$ cat config.mk
export PLATFORM = sky130hd
export DESIGN_NAME = wb_port_arbiter_flat
export DESIGN_NICKNAME = d
export VERILOG_FILES = /design/src/rtl/wb_arb_pkg.sv /design/src/rtl/wb_port_arbiter_if.sv /design/src/rtl/wb_arb_fifo.sv /design/src/rtl/wb_port_arbiter.sv /design/src/flat_wrapper.sv
export SDC_FILE = /design/constraint.sdc
export NUM_CORES = 1
export LEC_CHECK = 0
export BUFFER_PORTS_ARGS = -buffer_cell sky130_fd_sc_hd__buf_2
export CAP_MARGIN = 5
export CELL_PAD_IN_SITES_DETAIL_PLACEMENT = 1
export CELL_PAD_IN_SITES_GLOBAL_PLACEMENT = 1
export CORE_ASPECT_RATIO = 1.4
export CORE_MARGIN = 10
export CORE_UTILIZATION = 44
export DETAILED_ROUTE_END_ITERATION = 10
export PLACE_DENSITY = 0.91
export SYNTH_ARGS = -nofsm -noshare
export SYNTH_HDL_FRONTEND = slang
export SYNTH_SLANG_ARGS = --single-unit
export TNS_END_PERCENT = 10
$ cat constraint.sdc
create_clock -name clk -period 4.8 [get_ports clk]
set_clock_uncertainty 0.1 [all_clocks]
set_input_delay 0.72 -clock clk [delete_from_list [all_inputs] [get_ports clk]]
set_output_delay 0.72 -clock clk [all_outputs]
set_load 0.1 [all_outputs]
$ cat src/rtl/wb_arb_pkg.sv
// Shared types for the register-file write-port arbiter: FSM states and the MDU result FIFO entry.
package wb_arb_pkg;

    localparam int WB_XLEN = 32;

    typedef enum logic [1:0] {
        S_IDLE  = 2'd0,
        S_PEND  = 2'd1,
        S_FORCE = 2'd2
    } wb_arb_state_t;

    typedef struct packed {
        logic               v;
        logic [4:0]         rd;
        logic [WB_XLEN-1:0] data;
    } mdu_entry_t;

endpackage

$ cat src/rtl/wb_port_arbiter_if.sv
// Bundle of the WriteBack, MDU, register-file and hazard-query signals around the write-port arbiter.
interface wb_port_arbiter_if #(parameter int XLEN = 32);

    logic            RegWriteW;
    logic [4:0]      RdW;
    logic [XLEN-1:0] ResultW;
    logic            mdu_valid_i;
    logic [4:0]      mdu_rd_i;
    logic [XLEN-1:0] mdu_data_i;
    logic            mdu_ready_o;
    logic            rf_we_o;
    logic [4:0]      rf_waddr_o;
    logic [XLEN-1:0] rf_wdata_o;
    logic            stall_wb_o;
    logic [4:0]      q_rs1_i;
    logic [4:0]      q_rs2_i;
    logic            pend_rs1_o;
    logic            pend_rs2_o;

    // Arbiter side
    modport slave (
        input  RegWriteW, RdW, ResultW, mdu_valid_i, mdu_rd_i, mdu_data_i, q_rs1_i, q_rs2_i,
        output mdu_ready_o, rf_we_o, rf_waddr_o, rf_wdata_o, stall_wb_o, pend_rs1_o, pend_rs2_o
    );

    // Pipeline / MDU / register-file side
    modport master (
        output RegWriteW, RdW, ResultW, mdu_valid_i, mdu_rd_i, mdu_data_i, q_rs1_i, q_rs2_i,
        input  mdu_ready_o, rf_we_o, rf_waddr_o, rf_wdata_o, stall_wb_o, pend_rs1_o, pend_rs2_o
    );

endinterface

$ cat src/rtl/wb_arb_fifo.sv
// Circular buffer of MDU results with per-entry invalidation by destination register.
// Latency: a pushed entry is visible at the head the cycle after the push.
// Backpressure: caller must not push when count == DEPTH; pop of an empty buffer is not allowed.
module wb_arb_fifo
    import wb_arb_pkg::*;
#(
    parameter int DEPTH = 2
)(
    input  logic                     clk,
    input  logic                     rst_n,
    input  logic                     i_push,
    input  logic [4:0]               i_push_rd,
    input  logic [WB_XLEN-1:0]       i_push_data,
    input  logic                     i_pop,
    input  logic                     i_kill,
    input  logic [4:0]               i_kill_rd,
    input  logic [4:0]               i_q_rs1,
    input  logic [4:0]               i_q_rs2,
    output mdu_entry_t               o_head,
    output logic [$clog2(DEPTH):0]   o_count,
    output logic                     o_pend_rs1,
    output logic                     o_pend_rs2
);

    localparam int AW = $clog2(DEPTH);
    localparam logic [AW:0] PTR_ONE = (AW+1)'(1);

    mdu_entry_t  r_mem [DEPTH];
    logic [AW:0] r_head;
    logic [AW:0] r_tail;

    // Extra wrap bit makes tail - head the occupancy, including the full case.
    assign o_count = r_tail - r_head;
    assign o_head  = r_mem[r_head[AW-1:0]];

    always_ff @(posedge clk) begin
        if (!rst_n) begin
            r_head <= '0;
            r_tail <= '0;
            for (int i = 0; i < DEPTH; i++) begin
                r_mem[i] <= '0;
            end
        end else begin
            for (int i = 0; i < DEPTH; i++) begin
                if (i_kill && (r_mem[i].rd == i_kill_rd)) begin
                    r_mem[i].v <= 1'b0;
                end
            end
            if (i_pop) begin
                r_mem[r_head[AW-1:0]].v <= 1'b0;
                r_head <= r_head + PTR_ONE;
            end
            if (i_push) begin
                r_mem[r_tail[AW-1:0]] <= '{v: 1'b1, rd: i_push_rd, data: i_push_data};
                r_tail <= r_tail + PTR_ONE;
            end
        end
    end

    // Valid bits are cleared on pop, so a set bit always marks an occupied, live slot.
    always_comb begin
        o_pend_rs1 = 1'b0;
        o_pend_rs2 = 1'b0;
        for (int i = 0; i < DEPTH; i++) begin
            if (r_mem[i].v && (i_q_rs1 != 5'd0) && (r_mem[i].rd == i_q_rs1)) begin
                o_pend_rs1 = 1'b1;
            end
            if (r_mem[i].v && (i_q_rs2 != 5'd0) && (r_mem[i].rd == i_q_rs2)) begin
                o_pend_rs2 = 1'b1;
            end
        end
    end

endmodule

$ cat src/rtl/wb_port_arbiter.sv
// Shares the register-file write port between WriteBack (priority) and queued MDU results.
// Latency: WB writes are combinational; an MDU result writes no earlier than the cycle after acceptance.
// Backpressure: mdu_ready_o drops while the FIFO is full; stall_wb_o freezes the pipeline for a forced drain.
module wb_port_arbiter
    import wb_arb_pkg::*;
#(
    parameter int XLEN     = WB_XLEN,
    parameter int DEPTH    = 2,
    parameter int MAX_WAIT = 8
)(
    input  logic                clk,
    input  logic                rst_n,
    wb_port_arbiter_if.slave    bus
);

    localparam int CW = $clog2(DEPTH) + 1;
    localparam int WW = $clog2(MAX_WAIT) + 1;

    wb_arb_state_t   r_state;
    wb_arb_state_t   w_state_n;
    logic [WW-1:0]   r_wait;
    logic [WW-1:0]   w_wait_n;
    logic [CW-1:0]   w_count;
    logic [CW-1:0]   w_count_n;
    mdu_entry_t      w_head;
    logic            w_wb_act;
    logic            w_accept;
    logic            w_push;
    logic            w_pop;
    logic            w_empty;
    logic            w_force;

    assign w_wb_act        = bus.RegWriteW && (bus.RdW != 5'd0);
    assign w_empty         = (w_count == '0);
    assign bus.mdu_ready_o = (w_count != CW'(DEPTH));
    assign w_accept        = bus.mdu_valid_i && bus.mdu_ready_o;
    // rd=0 results and results the same-cycle WB write supersedes complete the handshake but are dropped.
    assign w_push          = w_accept && (bus.mdu_rd_i != 5'd0)
                             && !(w_wb_act && (bus.mdu_rd_i == bus.RdW));

    wb_arb_fifo #(.DEPTH(DEPTH)) u_fifo (
        .clk         (clk),
        .rst_n       (rst_n),
        .i_push      (w_push),
        .i_push_rd   (bus.mdu_rd_i),
        .i_push_data (bus.mdu_data_i),
        .i_pop       (w_pop),
        .i_kill      (w_wb_act),
        .i_kill_rd   (bus.RdW),
        .i_q_rs1     (bus.q_rs1_i),
        .i_q_rs2     (bus.q_rs2_i),
        .o_head      (w_head),
        .o_count     (w_count),
        .o_pend_rs1  (bus.pend_rs1_o),
        .o_pend_rs2  (bus.pend_rs2_o)
    );

    always_ff @(posedge clk) begin
        if (!rst_n) begin
            r_state <= S_IDLE;
            r_wait  <= '0;
        end else begin
            r_state <= w_state_n;
            r_wait  <= w_wait_n;
        end
    end

    always_comb begin
        w_count_n = w_count + CW'(w_push) - CW'(w_pop);
        w_wait_n  = r_wait;
        if (w_empty || w_pop || (w_count_n == '0)) begin
            w_wait_n = '0;
        end else if (r_wait != WW'(MAX_WAIT - 1)) begin
            w_wait_n = r_wait + WW'(1);
        end
        w_force = (w_count_n == CW'(DEPTH))
                  || (!w_pop && (w_count_n != '0) && (w_wait_n == WW'(MAX_WAIT - 1)));
        if (w_force) begin
            w_state_n = S_FORCE;
        end else if (w_count_n != '0) begin
            w_state_n = S_PEND;
        end else begin
            w_state_n = S_IDLE;
        end
    end

    // A killed head pops silently on any cycle; the WB write in S_FORCE is held back by the stall.
    always_comb begin
        bus.stall_wb_o = (r_state == S_FORCE);
        w_pop          = !w_empty && ((r_state == S_FORCE) || !w_wb_act || !w_head.v);
        bus.rf_we_o    = 1'b0;
        bus.rf_waddr_o = 5'd0;
        bus.rf_wdata_o = '0;
        if (w_pop && w_head.v) begin
            bus.rf_we_o    = 1'b1;
            bus.rf_waddr_o = w_head.rd;
            bus.rf_wdata_o = w_head.data;
        end else if (w_wb_act && (r_state != S_FORCE)) begin
            bus.rf_we_o    = 1'b1;
            bus.rf_waddr_o = bus.RdW;
            bus.rf_wdata_o = bus.ResultW;
        end
    end

endmodule

$ cat src/flat_wrapper.sv
// flat-port wrapper written by rule: the top's interface ports become plain ports
module wb_port_arbiter_flat import wb_arb_pkg::*;
#(
    parameter int XLEN     = WB_XLEN,
    parameter int DEPTH    = 2,
    parameter int MAX_WAIT = 8
)
  (clk, rst_n, bus_RegWriteW, bus_RdW, bus_ResultW, bus_mdu_valid_i, bus_mdu_rd_i, bus_mdu_data_i, bus_q_rs1_i, bus_q_rs2_i, bus_mdu_ready_o, bus_rf_we_o, bus_rf_waddr_o, bus_rf_wdata_o, bus_stall_wb_o, bus_pend_rs1_o, bus_pend_rs2_o);
  wb_port_arbiter_if #(.XLEN(XLEN)) bus_i ();
  input  logic clk;
  input  logic rst_n;
  input wire logic [$bits(bus_i.RegWriteW)-1:0] bus_RegWriteW;
  input wire logic [$bits(bus_i.RdW)-1:0] bus_RdW;
  input wire logic [$bits(bus_i.ResultW)-1:0] bus_ResultW;
  input wire logic [$bits(bus_i.mdu_valid_i)-1:0] bus_mdu_valid_i;
  input wire logic [$bits(bus_i.mdu_rd_i)-1:0] bus_mdu_rd_i;
  input wire logic [$bits(bus_i.mdu_data_i)-1:0] bus_mdu_data_i;
  input wire logic [$bits(bus_i.q_rs1_i)-1:0] bus_q_rs1_i;
  input wire logic [$bits(bus_i.q_rs2_i)-1:0] bus_q_rs2_i;
  output wire logic [$bits(bus_i.mdu_ready_o)-1:0] bus_mdu_ready_o;
  output wire logic [$bits(bus_i.rf_we_o)-1:0] bus_rf_we_o;
  output wire logic [$bits(bus_i.rf_waddr_o)-1:0] bus_rf_waddr_o;
  output wire logic [$bits(bus_i.rf_wdata_o)-1:0] bus_rf_wdata_o;
  output wire logic [$bits(bus_i.stall_wb_o)-1:0] bus_stall_wb_o;
  output wire logic [$bits(bus_i.pend_rs1_o)-1:0] bus_pend_rs1_o;
  output wire logic [$bits(bus_i.pend_rs2_o)-1:0] bus_pend_rs2_o;
  assign bus_i.RegWriteW = bus_RegWriteW;
  assign bus_i.RdW = bus_RdW;
  assign bus_i.ResultW = bus_ResultW;
  assign bus_i.mdu_valid_i = bus_mdu_valid_i;
  assign bus_i.mdu_rd_i = bus_mdu_rd_i;
  assign bus_i.mdu_data_i = bus_mdu_data_i;
  assign bus_i.q_rs1_i = bus_q_rs1_i;
  assign bus_i.q_rs2_i = bus_q_rs2_i;
  assign bus_mdu_ready_o = bus_i.mdu_ready_o;
  assign bus_rf_we_o = bus_i.rf_we_o;
  assign bus_rf_waddr_o = bus_i.rf_waddr_o;
  assign bus_rf_wdata_o = bus_i.rf_wdata_o;
  assign bus_stall_wb_o = bus_i.stall_wb_o;
  assign bus_pend_rs1_o = bus_i.pend_rs1_o;
  assign bus_pend_rs2_o = bus_i.pend_rs2_o;
  wb_port_arbiter #(.XLEN(XLEN), .DEPTH(DEPTH), .MAX_WAIT(MAX_WAIT)) u_core (.clk(clk), .rst_n(rst_n), .bus(bus_i));
endmodule
==> flow_summary.toml <==
[run_status]
run_status = "finished clean"

[power]
peakVddDrop_mv = 0.276
fin_total_pwr_mw = 3.27
power.density_nw_per_um2 = 571
p_leak_nw = 2.44

[worst_setup_path]
worstPathCellList = "buf_2, or4_4, o211ai_1, buf_4, nand2_1, buf_4, o21ai_0, buf_2"
crit_path_max_fo = 19
path_class = "in -> out"
crit_path_end_kind = "output pin"
arrival_ps = 2830
required_ps = 3980
setup.reg_to_reg.worst_slack_ps = 1730
cp_slowest_cell = "or4_4"
cp-start-kind = "input port"
cpPeakStageDelay_ps = 570

[synthesis]
syn-instance-count = 423
yosysTopAreaCell = "edfxtp_1"
synth_enable_flop_cells = 74
yosys.cell_count.top_type = "and2_1"
post_synth.cell_area_avg_um2 = 11.0
synth_commonest_cells = "and2_1, edfxtp_1, nand2_1"
syn_nets = 515
share_of_async_settable_or_async_resettable_flops_after_synthesis = 0
synth.yosys.seq_area_share = 0.532
post-synth-top-area-fraction = 0.477
yosys_most_used_dff = "edfxtp_1"
synth.yosys.warnings = 0
mappedNetlistArea_um2 = 4660
synth.top_cells.by_area = "edfxtp_1, and2_1, mux2i_1, dfxtp_1, o21ai_0"
postSynthRegisterBits = 87
synth.distinct_cells = 39

[timing]
worst_hold_slack_ps = 387
final_worst_path_period_need_ps = 3650
worst_pin_slew_ps = 1040
rsz0062_at_grt = "false"
report.final.hold_viol_count = 0
setup_viol_count_final = 0
setup_tns_ps = 0
period_share = 0.760
maxSlewHeadroom = 0.304
achievable-frequency_mhz = 274
slew_violations = 0

[clock_network]
h_tree_level_count = 3
hold_bufs_at_cts = 0
cts_tree = "yes"
cts.clk_slew.worst_paths_ps = 60
clock_tree.root_cell = "clkbuf_16"
numCtsBuffers = 9
cts.sinks = 87
clock_latency_ps = 340
cts_setup_buffers = 0
ctsLongestPathBuffers = 2
cells_resized_by_post_cts_repair = 0

[global_route]
grt_antenna_before_repair = 0
track_usage = 0.186
first_global_vias = 4155
maximum_number_of_pins_on_one_net_before_global_route_repair = 41
grt_first_pass_wirelength_um = 21900
overflow = 0

[min_path]
hp-class = "reg -> reg"

[placed_design]
placement.io_buffers = 129
placed_area_um2 = 5430
placedCellCount = 675
dp_hpwl_um = 10200
routabilityCongestion = 0.907

[drt]
wl_um = 14100
wl_per_cell_um = 20.4
via_per_inst = 5.33
remaining_drc_errors = 0
firstDrtPassIters = 4
antenna_violating_nets_post_route = 0
dr.first_iter.drc_count = 160
vias = 3689

[floorplan]
starting_density = 0.450
die_h_um = 142
design.die.area_um2 = 15200
fp.dieW_um = 107
placement_rows = 44
io_pins = 130
core_um2 = 10300

[finish]
insertedDiodeCount = 0
fill_cells = 1191
multi_input_comb_area_um2 = 2050
design.final.nets = 641
drive_above_1_share = 0.276
stdcell_count = 692
fin_area_um2 = 5730
area_delta_synth_final_pct = 22.8
ff_latch_area_um2 = 2480

[run]
cap_viol_max_count = 0
## layout by cell type, fill, tap and decap left out, types with 6 or more instances in the layout
master	Yosys	routed
a21oi_1	6	6
and2_1	76	76
buf_2	3	129
buf_4	0	7
clkbuf_16	0	9
dfxtp_1	13	12
edfxtp_1	74	74
inv_1	6	6
mux2i_1	39	39
nand2_1	48	47
nand2b_1	7	6
nand3_1	9	9
nor2_1	7	7
o21ai_0	38	38
xnor2_1	20	20
xor2_1	19	19
## per-stage QoR
step	setup slack [ps]	util
after CTS	1030	0.551
final	1150	0.553
after global routing	1050	0.553
after floorplan	-140	-
after detailed placement	1060	0.524
after global placement	1240	0.524
## critical path: cells and delay by family
| kind | cells | cell delay, ps |
|---|---|---|
| compound gates | 2 | 430 |
| simple gates | 2 | 650 |
| buf+inv | 4 | 1000 |
## layer usage
layer  vias up  track usage  share of wire
met5         -            0              0
met4         0       0.0893          0.028
met3        29       0.0390          0.046
met1      1814        0.182           0.36
met2       109        0.355           0.57
li1       1737            -              -
## worst paths after layout
check                           from                        end  depth (start not counted)
max                       bus_RdW[0]         bus_rf_wdata_o[11]                          8
min          u_core.u_fifo.r_tail[1]    u_core.u_fifo.r_tail[1]                          2
max reg2reg  u_core.u_fifo.r_tail[0]  u_core.u_fifo.r_mem[0][1]                          9
min reg2reg  u_core.u_fifo.r_tail[1]    u_core.u_fifo.r_tail[1]                          2
## report_power, final
group	switching [mW]	internal, mW
clock	0.269	0.378
combinational	1.07	0.432
sequential	0.0923	1.02
total	1.44	1.83
## registers in the layout, summed over array words and instances (netlist names), named ones only
name                  flops
u_core.r_state            2
u_core.r_wait             4
u_core.u_fifo.r_head      2
u_core.u_fifo.r_mem      76
u_core.u_fifo.r_tail      2
## logic make-up after synthesis
group	share of synthesized area
AOI/OAI and AO/OA	0.0749
xor gates and xnor gates	0.0781
adders and majority gates	0.0107
buffers and inverters	0.0290
DFF	0.532
muxes	0.0837
and+or+nand+nor	0.191
## area by class of cell
type                            instances  share of cell area
Clock buffer                           15              0.0468
Tap cell                              138              0.0302
Clock inverter                          1            0.000656
Multi-Input combinational cell        308               0.358
Inverter                                6             0.00393
Sequential cell                        87               0.434
Timing Repair Buffer                  137               0.127
(Power assumes the default switching activity.)
